### config.mk
export PLATFORM = sky130hd
export DESIGN_NAME = acc_sequencer
export DESIGN_NICKNAME = d
export VERILOG_FILES = /design/src/rtl/acc_sequencer_pkg.sv /design/src/rtl/acc_sequencer_branch_cond.sv /design/src/rtl/acc_sequencer.sv
export SDC_FILE = /design/constraint.sdc
export NUM_CORES = 1
export LEC_CHECK = 0
export ABC_AREA = 1
export CAP_MARGIN = 20
export CORE_ASPECT_RATIO = 1.75
export CORE_MARGIN = 2
export CORE_UTILIZATION = 46
export DETAILED_ROUTE_END_ITERATION = 10
export GPL_TIMING_DRIVEN = 1
export PLACE_DENSITY = 0.92
export SLEW_MARGIN = 5
export SYNTH_ARGS = -nofsm -noshare
export SYNTH_HDL_FRONTEND = slang
export SYNTH_HIERARCHICAL = 1
export SYNTH_SLANG_ARGS = --single-unit
### constraint.sdc
create_clock -name clk -period 1.79 [get_ports clk]
set_input_delay 0.4475 -clock clk [delete_from_list [all_inputs] [get_ports clk]]
set_output_delay 0.4475 -clock clk [all_outputs]
set_load 0.05 [all_outputs]
### src/rtl/acc_sequencer_pkg.sv
// Shared definitions for the 4-bit accumulator processor: ALU function codes,
// opcode constants, sequencer state encoding and small decode helpers.
package acc_sequencer_pkg;

    typedef enum logic [1:0] {
        ST_FETCH  = 2'd0,
        ST_TARGET = 2'd1,
        ST_EXEC   = 2'd2,
        ST_HALT   = 2'd3
    } state_t;

    // ALU function select codes
    localparam logic [2:0] F_PASS_A  = 3'b000;
    localparam logic [2:0] F_COMPARE = 3'b001;
    localparam logic [2:0] F_PASS_B  = 3'b010;
    localparam logic [2:0] F_ADD     = 3'b011;
    localparam logic [2:0] F_NOR     = 3'b100;

    // Opcodes (instruction byte bits [7:4])
    localparam logic [3:0] OP_CMPI = 4'h0;
    localparam logic [3:0] OP_CMPM = 4'h1;
    localparam logic [3:0] OP_LIT  = 4'h2;
    localparam logic [3:0] OP_IN   = 4'h3;
    localparam logic [3:0] OP_ADDI = 4'h4;
    localparam logic [3:0] OP_ADDM = 4'h5;
    localparam logic [3:0] OP_NORI = 4'h6;
    localparam logic [3:0] OP_NORM = 4'h7;
    localparam logic [3:0] OP_JC   = 4'h8;
    localparam logic [3:0] OP_JNC  = 4'h9;
    localparam logic [3:0] OP_JZ   = 4'hA;
    localparam logic [3:0] OP_JNZ  = 4'hB;
    localparam logic [3:0] OP_JMP  = 4'hC;
    localparam logic [3:0] OP_OUT  = 4'hD;
    localparam logic [3:0] OP_NOP  = 4'hE;
    localparam logic [3:0] OP_HALT = 4'hF;

    // Two-byte instructions: the following byte is a jump target
    function automatic logic is_jump(input logic [3:0] op);
        return (op >= OP_JC) && (op <= OP_JMP);
    endfunction

    // M-form ALU ops take their operand from data_in instead of imm
    function automatic logic is_mform(input logic [3:0] op);
        return !op[3] && op[0];
    endfunction

endpackage

### src/rtl/acc_sequencer_branch_cond.sv
// Jump condition evaluation from the jump opcode and the current flags.
module acc_sequencer_branch_cond
    import acc_sequencer_pkg::*;
(
    input  logic [3:0] i_op,
    input  logic       i_flag_c,
    input  logic       i_flag_z,
    output logic       o_taken
);

    // Decode the condition; non-jump opcodes never report taken
    always_comb begin
        o_taken = 1'b0;
        case (i_op)
            OP_JC:   o_taken = i_flag_c;
            OP_JNC:  o_taken = !i_flag_c;
            OP_JZ:   o_taken = i_flag_z;
            OP_JNZ:  o_taken = !i_flag_z;
            OP_JMP:  o_taken = 1'b1;
            default: o_taken = 1'b0;
        endcase
    end

endmodule

### src/rtl/acc_sequencer.sv
// Fetch/decode/execute sequencer for the 4-bit accumulator processor.
// Drives the external combinational ALU and owns acc, flags, pc and the
// output port. Instruction bytes arrive over a valid/ready handshake.
module acc_sequencer
    import acc_sequencer_pkg::*;
#(
    parameter int PC_W = 8
) (
    input  logic            clk,
    input  logic            reset,
    input  logic            instr_valid,
    input  logic [7:0]      instr_data,
    output logic            instr_ready,
    output logic [PC_W-1:0] pc,
    input  logic [3:0]      data_in,
    output logic [3:0]      alu_a,
    output logic [3:0]      alu_b,
    output logic [2:0]      alu_f,
    input  logic [3:0]      alu_y,
    input  logic            alu_c,
    input  logic            alu_zero,
    output logic [3:0]      acc,
    output logic            flag_c,
    output logic            flag_z,
    output logic [3:0]      data_out,
    output logic            out_valid,
    output logic            halted
);

    localparam logic [PC_W-1:0] PC_ONE = 1;

    state_t          r_state;
    state_t          w_state_next;
    logic [PC_W-1:0] r_pc;
    logic [PC_W-1:0] w_pc_next;
    logic [7:0]      r_ir;
    logic [7:0]      w_ir_next;
    logic [3:0]      r_acc;
    logic [3:0]      w_acc_next;
    logic            r_flag_c;
    logic            w_flag_c_next;
    logic            r_flag_z;
    logic            w_flag_z_next;
    logic [3:0]      r_data_out;
    logic [3:0]      w_data_out_next;
    logic            r_out_valid;
    logic            w_out_valid_next;

    logic [3:0]      w_op;
    logic [3:0]      w_imm;
    logic            w_taken;
    logic            w_instr_ready;
    logic [3:0]      w_alu_b;
    logic [2:0]      w_alu_f;

    assign w_op  = r_ir[7:4];
    assign w_imm = r_ir[3:0];

    // Jump decision uses the flags as they stand while the target byte arrives
    acc_sequencer_branch_cond u_branch_cond (
        .i_op     (w_op),
        .i_flag_c (r_flag_c),
        .i_flag_z (r_flag_z),
        .o_taken  (w_taken)
    );

    // State register
    always_ff @(posedge clk or posedge reset) begin
        if (reset) begin
            r_state <= ST_FETCH;
        end else begin
            r_state <= w_state_next;
        end
    end

    // Next-state, datapath next values and ALU drive
    always_comb begin
        w_state_next     = r_state;
        w_pc_next        = r_pc;
        w_ir_next        = r_ir;
        w_acc_next       = r_acc;
        w_flag_c_next    = r_flag_c;
        w_flag_z_next    = r_flag_z;
        w_data_out_next  = r_data_out;
        w_out_valid_next = 1'b0;
        w_instr_ready    = 1'b0;
        w_alu_f          = F_PASS_A;
        w_alu_b          = w_imm;

        case (r_state)
            ST_FETCH: begin
                w_instr_ready = 1'b1;
                if (instr_valid) begin
                    w_ir_next    = instr_data;
                    w_pc_next    = r_pc + PC_ONE;
                    w_state_next = is_jump(instr_data[7:4]) ? ST_TARGET : ST_EXEC;
                end
            end

            ST_TARGET: begin
                w_instr_ready = 1'b1;
                if (instr_valid) begin
                    w_pc_next    = w_taken ? instr_data[PC_W-1:0] : r_pc + PC_ONE;
                    w_state_next = ST_FETCH;
                end
            end

            ST_EXEC: begin
                w_state_next = ST_FETCH;
                if (is_mform(w_op)) begin
                    w_alu_b = data_in;
                end
                case (w_op)
                    OP_CMPI, OP_CMPM: begin
                        w_alu_f       = F_COMPARE;
                        w_flag_c_next = alu_c;
                        w_flag_z_next = alu_zero;
                    end
                    OP_LIT, OP_IN: begin
                        w_alu_f       = F_PASS_B;
                        w_acc_next    = alu_y;
                        w_flag_c_next = alu_c;
                        w_flag_z_next = alu_zero;
                    end
                    OP_ADDI, OP_ADDM: begin
                        w_alu_f       = F_ADD;
                        w_acc_next    = alu_y;
                        w_flag_c_next = alu_c;
                        w_flag_z_next = alu_zero;
                    end
                    OP_NORI, OP_NORM: begin
                        w_alu_f       = F_NOR;
                        w_acc_next    = alu_y;
                        w_flag_c_next = alu_c;
                        w_flag_z_next = alu_zero;
                    end
                    OP_OUT: begin
                        w_data_out_next  = r_acc;
                        w_out_valid_next = 1'b1;
                    end
                    OP_HALT: begin
                        w_state_next = ST_HALT;
                    end
                    default: begin
                    end
                endcase
            end

            ST_HALT: begin
                w_state_next = ST_HALT;
            end

            default: begin
                w_state_next = ST_FETCH;
            end
        endcase
    end

    // Architectural registers; reset discards any in-flight instruction
    always_ff @(posedge clk or posedge reset) begin
        if (reset) begin
            r_pc        <= '0;
            r_ir        <= '0;
            r_acc       <= '0;
            r_flag_c    <= 1'b0;
            r_flag_z    <= 1'b0;
            r_data_out  <= '0;
            r_out_valid <= 1'b0;
        end else begin
            r_pc        <= w_pc_next;
            r_ir        <= w_ir_next;
            r_acc       <= w_acc_next;
            r_flag_c    <= w_flag_c_next;
            r_flag_z    <= w_flag_z_next;
            r_data_out  <= w_data_out_next;
            r_out_valid <= w_out_valid_next;
        end
    end

    assign instr_ready = w_instr_ready;
    assign pc          = r_pc;
    assign alu_a       = r_acc;
    assign alu_b       = w_alu_b;
    assign alu_f       = w_alu_f;
    assign acc         = r_acc;
    assign flag_c      = r_flag_c;
    assign flag_z      = r_flag_z;
    assign data_out    = r_data_out;
    assign out_valid   = r_out_valid;
    assign halted      = (r_state == ST_HALT);

endmodule

==> results of run 1 <==
==> power by group through the flow <==
| stage | combinational [uW] | sequential, uW | clock [uW] |
|---|---|---|---|
| CTS | 3600 | 1360 | 554 |
| finish | 3730 | 1370 | 544 |
| floorplan | 1590 | 1930 | 0 |
| global placement | 3310 | 1340 | 0 |
| detailed placement | 3380 | 1350 | 0 |
| global route | 3950 | 1410 | 589 |
==> timing repair <==
action                                  in CTS  in global routing
pin swaps                                    6                  2
resized for setup                           13                  6
endpoints found under the setup margin       7                 12
gates cloned                                 0                  0
setup buffers                               11                  4
==> cells by family (layout without fill, tap and decap cells) <==
family / count (synthesis) / in the layout
adders and majority gates: 1 / 1
buffers and inverters: 39 / 111
AOI/OAI and AO/OA: 25 / 25
DFF: 29 / 29
muxes: 3 / 3
and+or+nand+nor: 126 / 126
==> routing by layer <==
layer | vias up | wire length, um | GRT usage
met2 | 43 | 2700 | 0.437
met5 | - | 0 | 0
met1 | 785 | 1620 | 0.230
met3 | 8 | 185 | 0.0556
met4 | 0 | 99 | 0.0985
li1 | 833 | - | -
==> synth_stat cells, types with 2 or more instances <==
master / count
inv_2: 3
nor2_4: 2
nand2_1: 91
dfrtp_1: 29
nor2_1: 10
buf_2: 2
inv_1: 27
o21ai_2: 2
nand4_1: 2
a21oi_1: 8
o21ai_0: 10
nand2_2: 2
nand3_1: 14
buf_4: 6
mux2_2: 3
==> worst min path at each step <==
stage,startpoint,end,slack [ns],cells past startpoint
after floorplan,r_ir[3],r_ir[3],0.45,2
after global placement,data_out[0],data_out[0],0.46,2
after detailed placement,data_out[1],data_out[1],0.47,2
after CTS,data_out[1],data_out[1],0.48,2
after global routing,data_out[0],data_out[0],0.51,2
final,data_out[1],data_out[1],0.48,2
==> registers in the layout (all words and copies together), names as in the netlist <==
| signal | count |
|---|---|
| pc | 8 |
| r_ir | 8 |
| r_state | 2 |
| data_out | 4 |
| flag_z | 1 |
| acc | 4 |
| out_valid | 1 |
| flag_c | 1 |
==> layout by cell type (no fill, tap or decap), types with 4 or more instances in the layout <==
| master | instances |
|---|---|
| dfrtp_1 | 27 |
| nand2_2 | 7 |
| inv_1 | 26 |
| nor2_1 | 9 |
| clkbuf_8 | 6 |
| nand3_1 | 10 |
| clkdlybuf4s50_1 | 20 |
| nand3_2 | 4 |
| o21ai_0 | 10 |
| nand2_1 | 84 |
| a21oi_1 | 8 |
| inv_2 | 4 |
| buf_4 | 39 |
| buf_12 | 14 |
==> cell type report <==
cell class / instances / area, um^2 / area share
Clock buffer: 7 / 86.3 / 0.0331
Inverter: 31 / 121 / 0.0466
Timing Repair Buffer: 73 / 773 / 0.297
Sequential cell: 29 / 728 / 0.280
Multi-Input combinational cell: 155 / 840 / 0.322
Tap cell: 45 / 56.3 / 0.0216
==> through the flow <==
| stage | hold slack [ns] | setup TNS, ns | util | power (uW) | setup slack, ns |
|---|---|---|---|---|---|
| 6_report | 0.484 | -0.814 | 0.759 | 5640 | -0.136 |
| 5_1_grt | 0.513 | -1.46 | 0.759 | 5950 | -0.246 |
| 4_1_cts | 0.485 | -0.842 | 0.745 | 5510 | -0.148 |
| 3_5_place_dp | 0.469 | 0 | 0.678 | 4720 | 0.0799 |
| 3_3_place_gp | 0.464 | 0 | 0.678 | 4650 | 0.104 |
| 2_1_floorplan | 0.453 | -0.169 | - | 3520 | -0.169 |
==> worst max-delay path, delay by kind of cell (launching register included) <==
| family | cells | cell delay (ns) |
|---|---|---|
| AND/OR/NAND/NOR | 5 | 0.58 |
| flip-flops | 1 | 0.38 |
| buffers and inverters | 2 | 0.23 |
==> impl_metrics.ini, run 1 <==
[global_routing]
antenna_found_initial = 0
gr-total-overflow = 0
track_usage = 0.231
grt_max_degree = 30
grt_pass1_wl_um = 7490
grt_pass1_vias = 1697

[synthesis]
synth_top_family_by_area = simple AND/OR/NAND/NOR gates
synthXorXnorAreaFrac = 0
post_synth.cell_area_avg_um2 = 7.46
ys_seq_elements = 29
post-synth-top-area-cell = dfrtp_1
synth.area.top_cells = dfrtp_1, nand2_1, inv_1
ys_types = 27
synth-simple-area-share = 0.339
yosys-mux-area-fraction = 0.0203
ys.warnings.count = 6
async_reset_ff_frac = 1.00
synth_nets = 245
yosys.area.top_type_share = 0.436
ys_seq_area_frac = 0.436
synthesis.area_um2 = 1660
synth_adder_area_share = 0.00752
synth_edf_count = 0
synth_compound_area_frac = 0.0910
synth_cells = 223
synth-main-ff-cell = dfrtp_1

[timing]
slew_violations = 0
setup_viol = 7
finClkSkew_ns = 0.00280
worst_slew_pin_slew_ns = 0.385
timing.final.crit_share = 1.08
rsz0062_at_grt = yes
setup_slack_ns = -0.136
fmax_mhz = 519
finalHoldViolCount = 0
min_period_ns = 1.93
slew_headroom = 0.744

[worst_setup_path]
path_cells = inv_2, nand2_4, nor2_4, nand2_2, nand2_1, nand2_2, buf_12
critPathCapture = alu_b[0]
rrSetupSlack_ns = 0.07
cp_max_fo = 4
arrival_ns = 1.48
critPathKind = register to output port
critPathLaunchType = register
r2r_cells = 12
r2r_start = r_state[1]
end_kind = output port
crit_slowest_cell = dfrtp_1
crit_path_frequent_cell = nand2_2
r2r_end = acc[2]
crit_start = r_state[0]
cp_slowest_stage_delay_ns = 0.38
required_ns = 1.34

[final_layout]
final_area_um2 = 2610
drive_gt1_frac = 0.322
syn_to_final_growth_pct = 56.5
fill_cells = 238
antenna_cells = 0
final_nets = 317
finalNonFillerCells = 340

[power_and_ir_drop]
pwr-share-comb = 0.661
seqPwrFrac = 0.242
p_switching_uw = 2920
switching_share = 0.518
p_clk_frac = 0.097
p_int_uw = 2720
power_density_nw_per_um2 = 2160
worst_ir_drop_vdd_mv = 1.33
p_leak_uw = 0.00134

[clock_tree]
cts.sinks = 29
cts_tree = built
cts_hold_buf = 0
clk_pin_slew_ns = 0.06
cts_max_level = 2
worst_skew_pair.late_latency_ns = 0.28
cts_buffers = 5
clk_path_buf_depth = 2
root_buffer = clkbuf_8

[place]
dpl-instance-area_um2 = 2330
gp_congestion = 0.805
dp_cells = 319
hpwl_um = 3140
io_buffers = 52

[status]
failed_checks = negative setup slack
status = complete, but fails checks

[route]
drt_drc_violations_left = 0
dr.first_iter.drc_count = 66
ant_nets = 0
wl_um = 4610
wire_per_inst_um = 13.5
drtPass1Iterations = 4
via_per_inst = 4.91
vias = 1669

[flow_run]
cap_viol_max_count = 0

[floorplanning]
rows = 28
die_y_um = 83.6
die_w_um = 49.5
die-area_um2 = 4130
core_region_area_um2 = 3430
num_io_pins = 53
start_util = 0.485

[worst_hold_path]
hold_class = register to register
Note: power is estimated with default switching activity, not from simulation.
==> inputs of run 2 (changes only) <==
Settings changed: CORE_ASPECT_RATIO 1.75 to 1.5.
==> run 2 against run 1 <==
Against the previous run:
- first-iteration DRC count down 20%
- the flow still finishes with violations (negative setup slack)
- critical path type unchanged
- flip-flop and latch count is the same
- largest power group unchanged
- critical path depth stayed put
- register-to-register slack better by 0.12 ns
- non-clock buffer count decreased by 6
- total power down 2.7%
- clock-buffer cell count grew 1
- core utilization decreased by 2.8 points
- fmax is 0.74% higher
- global-route usage grew 1.1 points
- sequential power barely moved
==> impl_metrics.ini, run 2 (same netlist as run 1, synthesis figures left out) <==
[status]
status = complete, but fails checks
failed_checks = negative setup slack

[clock_tree]
worst_skew_pair.late_latency_ns = 0.28
cts_hold_buf = 0
cts_max_level = 2
cts_tree = built
cts.sinks = 29
clk_pin_slew_ns = 0.06
clk_path_buf_depth = 2
root_buffer = clkbuf_8
cts_buffers = 5

[global_routing]
gr-total-overflow = 0
grt_pass1_wl_um = 7370
grt_pass1_vias = 1663
antenna_found_initial = 0
track_usage = 0.242
grt_max_degree = 30

[final_layout]
drive_gt1_frac = 0.303
layout_common_cells = nand2_1, buf_4, dfrtp_1, inv_1, clkdlybuf4s50_1
syn_to_final_growth_pct = 51.4
final_common_cell = nand2_1
fill_cells = 238
final_nets = 311
final_area_um2 = 2520
antenna_cells = 0

[power_and_ir_drop]
power_density_nw_per_um2 = 2180
p_leak_uw = 0.00131
worst_ir_drop_vdd_mv = 1.76

[place]
hpwl_um = 3220
io_buffers = 52
dp_slack_ns = 0.0118
dpl-instance-area_um2 = 2300
gp_congestion = 0.874

[route]
ant_nets = 0
wire_per_inst_um = 13.1
wl_um = 4350
dr.first_iter.drc_count = 53
drtPass1Iterations = 4
via_per_inst = 5.03
vias = 1671
drt_drc_violations_left = 0

[floorplanning]
start_util = 0.483
die-area_um2 = 4120
core_region_area_um2 = 3450
rows = 26
die_w_um = 53.1
num_io_pins = 53
die_y_um = 77.7

[worst_setup_path]
critPathLaunchType = register
critPathKind = register to output port
cp_max_fo = 6
required_ns = 1.34
end_kind = output port
arrival_ns = 1.46

[timing]
timing.final.crit_share = 1.07
slew_violations = 0
rsz0062_at_grt = yes
setup_tns_ns = -0.673
min_period_ns = 1.91
worst_slew_pin_slew_ns = 0.437
finalHoldViolCount = 0
fmax_mhz = 523
setup_viol = 7
setup_slack_ns = -0.122
finClkSkew_ns = 0.00506
slew_headroom = 0.708

[flow_run]
cap_viol_max_count = 0

[worst_hold_path]
hold_class = register to register
==> run 2: changes by cell type in the layout (fill, tap and decap cells not counted), sizes merged <==
cell	before	now
buf	53	47
clkbuf	7	8
==> run 2: final timing paths <==
check / startpoint / end / slack, ns / depth (start not counted)
worst max-delay path: r_state[0] / alu_b[1] / -0.12 / 7
worst min-delay path: data_out[1] / data_out[1] / 0.49 / 2
worst max register to register: r_ir[5] / pc[3] / 0.19 / 9
worst min register to register: data_out[1] / data_out[1] / 0.49 / 2
max in group asynchronous: reset / r_ir[4] / 0.96 / 3
min in group asynchronous: reset / r_state[0] / 0.53 / 3
==> run 2: critical path, stage by stage (launching register included) <==
cell,delay (ns)
dfrtp_1,0.40
inv_2,0.08
nand2_4,0.06
nor2_4,0.20
buf_6,0.15
nand3_2,0.07
nand2_2,0.09
buf_12,0.13
==> run 2: where the power goes <==
part	internal (uW)	switching, uW	leakage, uW
clock	275	239	0.0000395
sequential	967	396	0.000362
combinational	1360	2250	0.000904
==> run 2: per-layer routing <==
metal / vias to the layer above / track usage / part of all wire
met5: - / 0 / 0
met4: 0 / 0.110 / 0.029
met3: 13 / 0.0615 / 0.054
met2: 71 / 0.423 / 0.55
met1: 766 / 0.264 / 0.36
li1: 821 / - / -
==> run 2: what timing repair did <==
action | in CTS | in global routing
endpoints found under the hold margin | 0 | 0
buffers inserted | 8 | 2
setup endpoints to repair | 7 | 12
gates resized for setup | 14 | 6
pin swaps | 4 | 1
==> run 2: cell type report <==
cell class                      count  area (um^2)  share of cell area
Clock buffer                        8         80.1              0.0318
Inverter                           31          121              0.0482
Tap cell                           42         52.6              0.0209
Timing Repair Buffer               67          711               0.282
Sequential cell                    29          728               0.289
Multi-Input combinational cell    155          827               0.328
==> run 2: per-stage QoR <==
| step | hold WS [ns] | total power, uW | cells | utilization |
|---|---|---|---|---|
| 2_1_floorplan | 0.453 | 3520 | 223 | - |
| 3_3_place_gp | 0.463 | 4610 | 314 | 0.666 |
| 3_5_place_dp | 0.474 | 4710 | 314 | 0.666 |
| 4_1_cts | 0.490 | 5440 | 330 | 0.722 |
| 5_1_grt | 0.523 | 5800 | 332 | 0.731 |
| 6_report | 0.487 | 5490 | 332 | 0.731 |
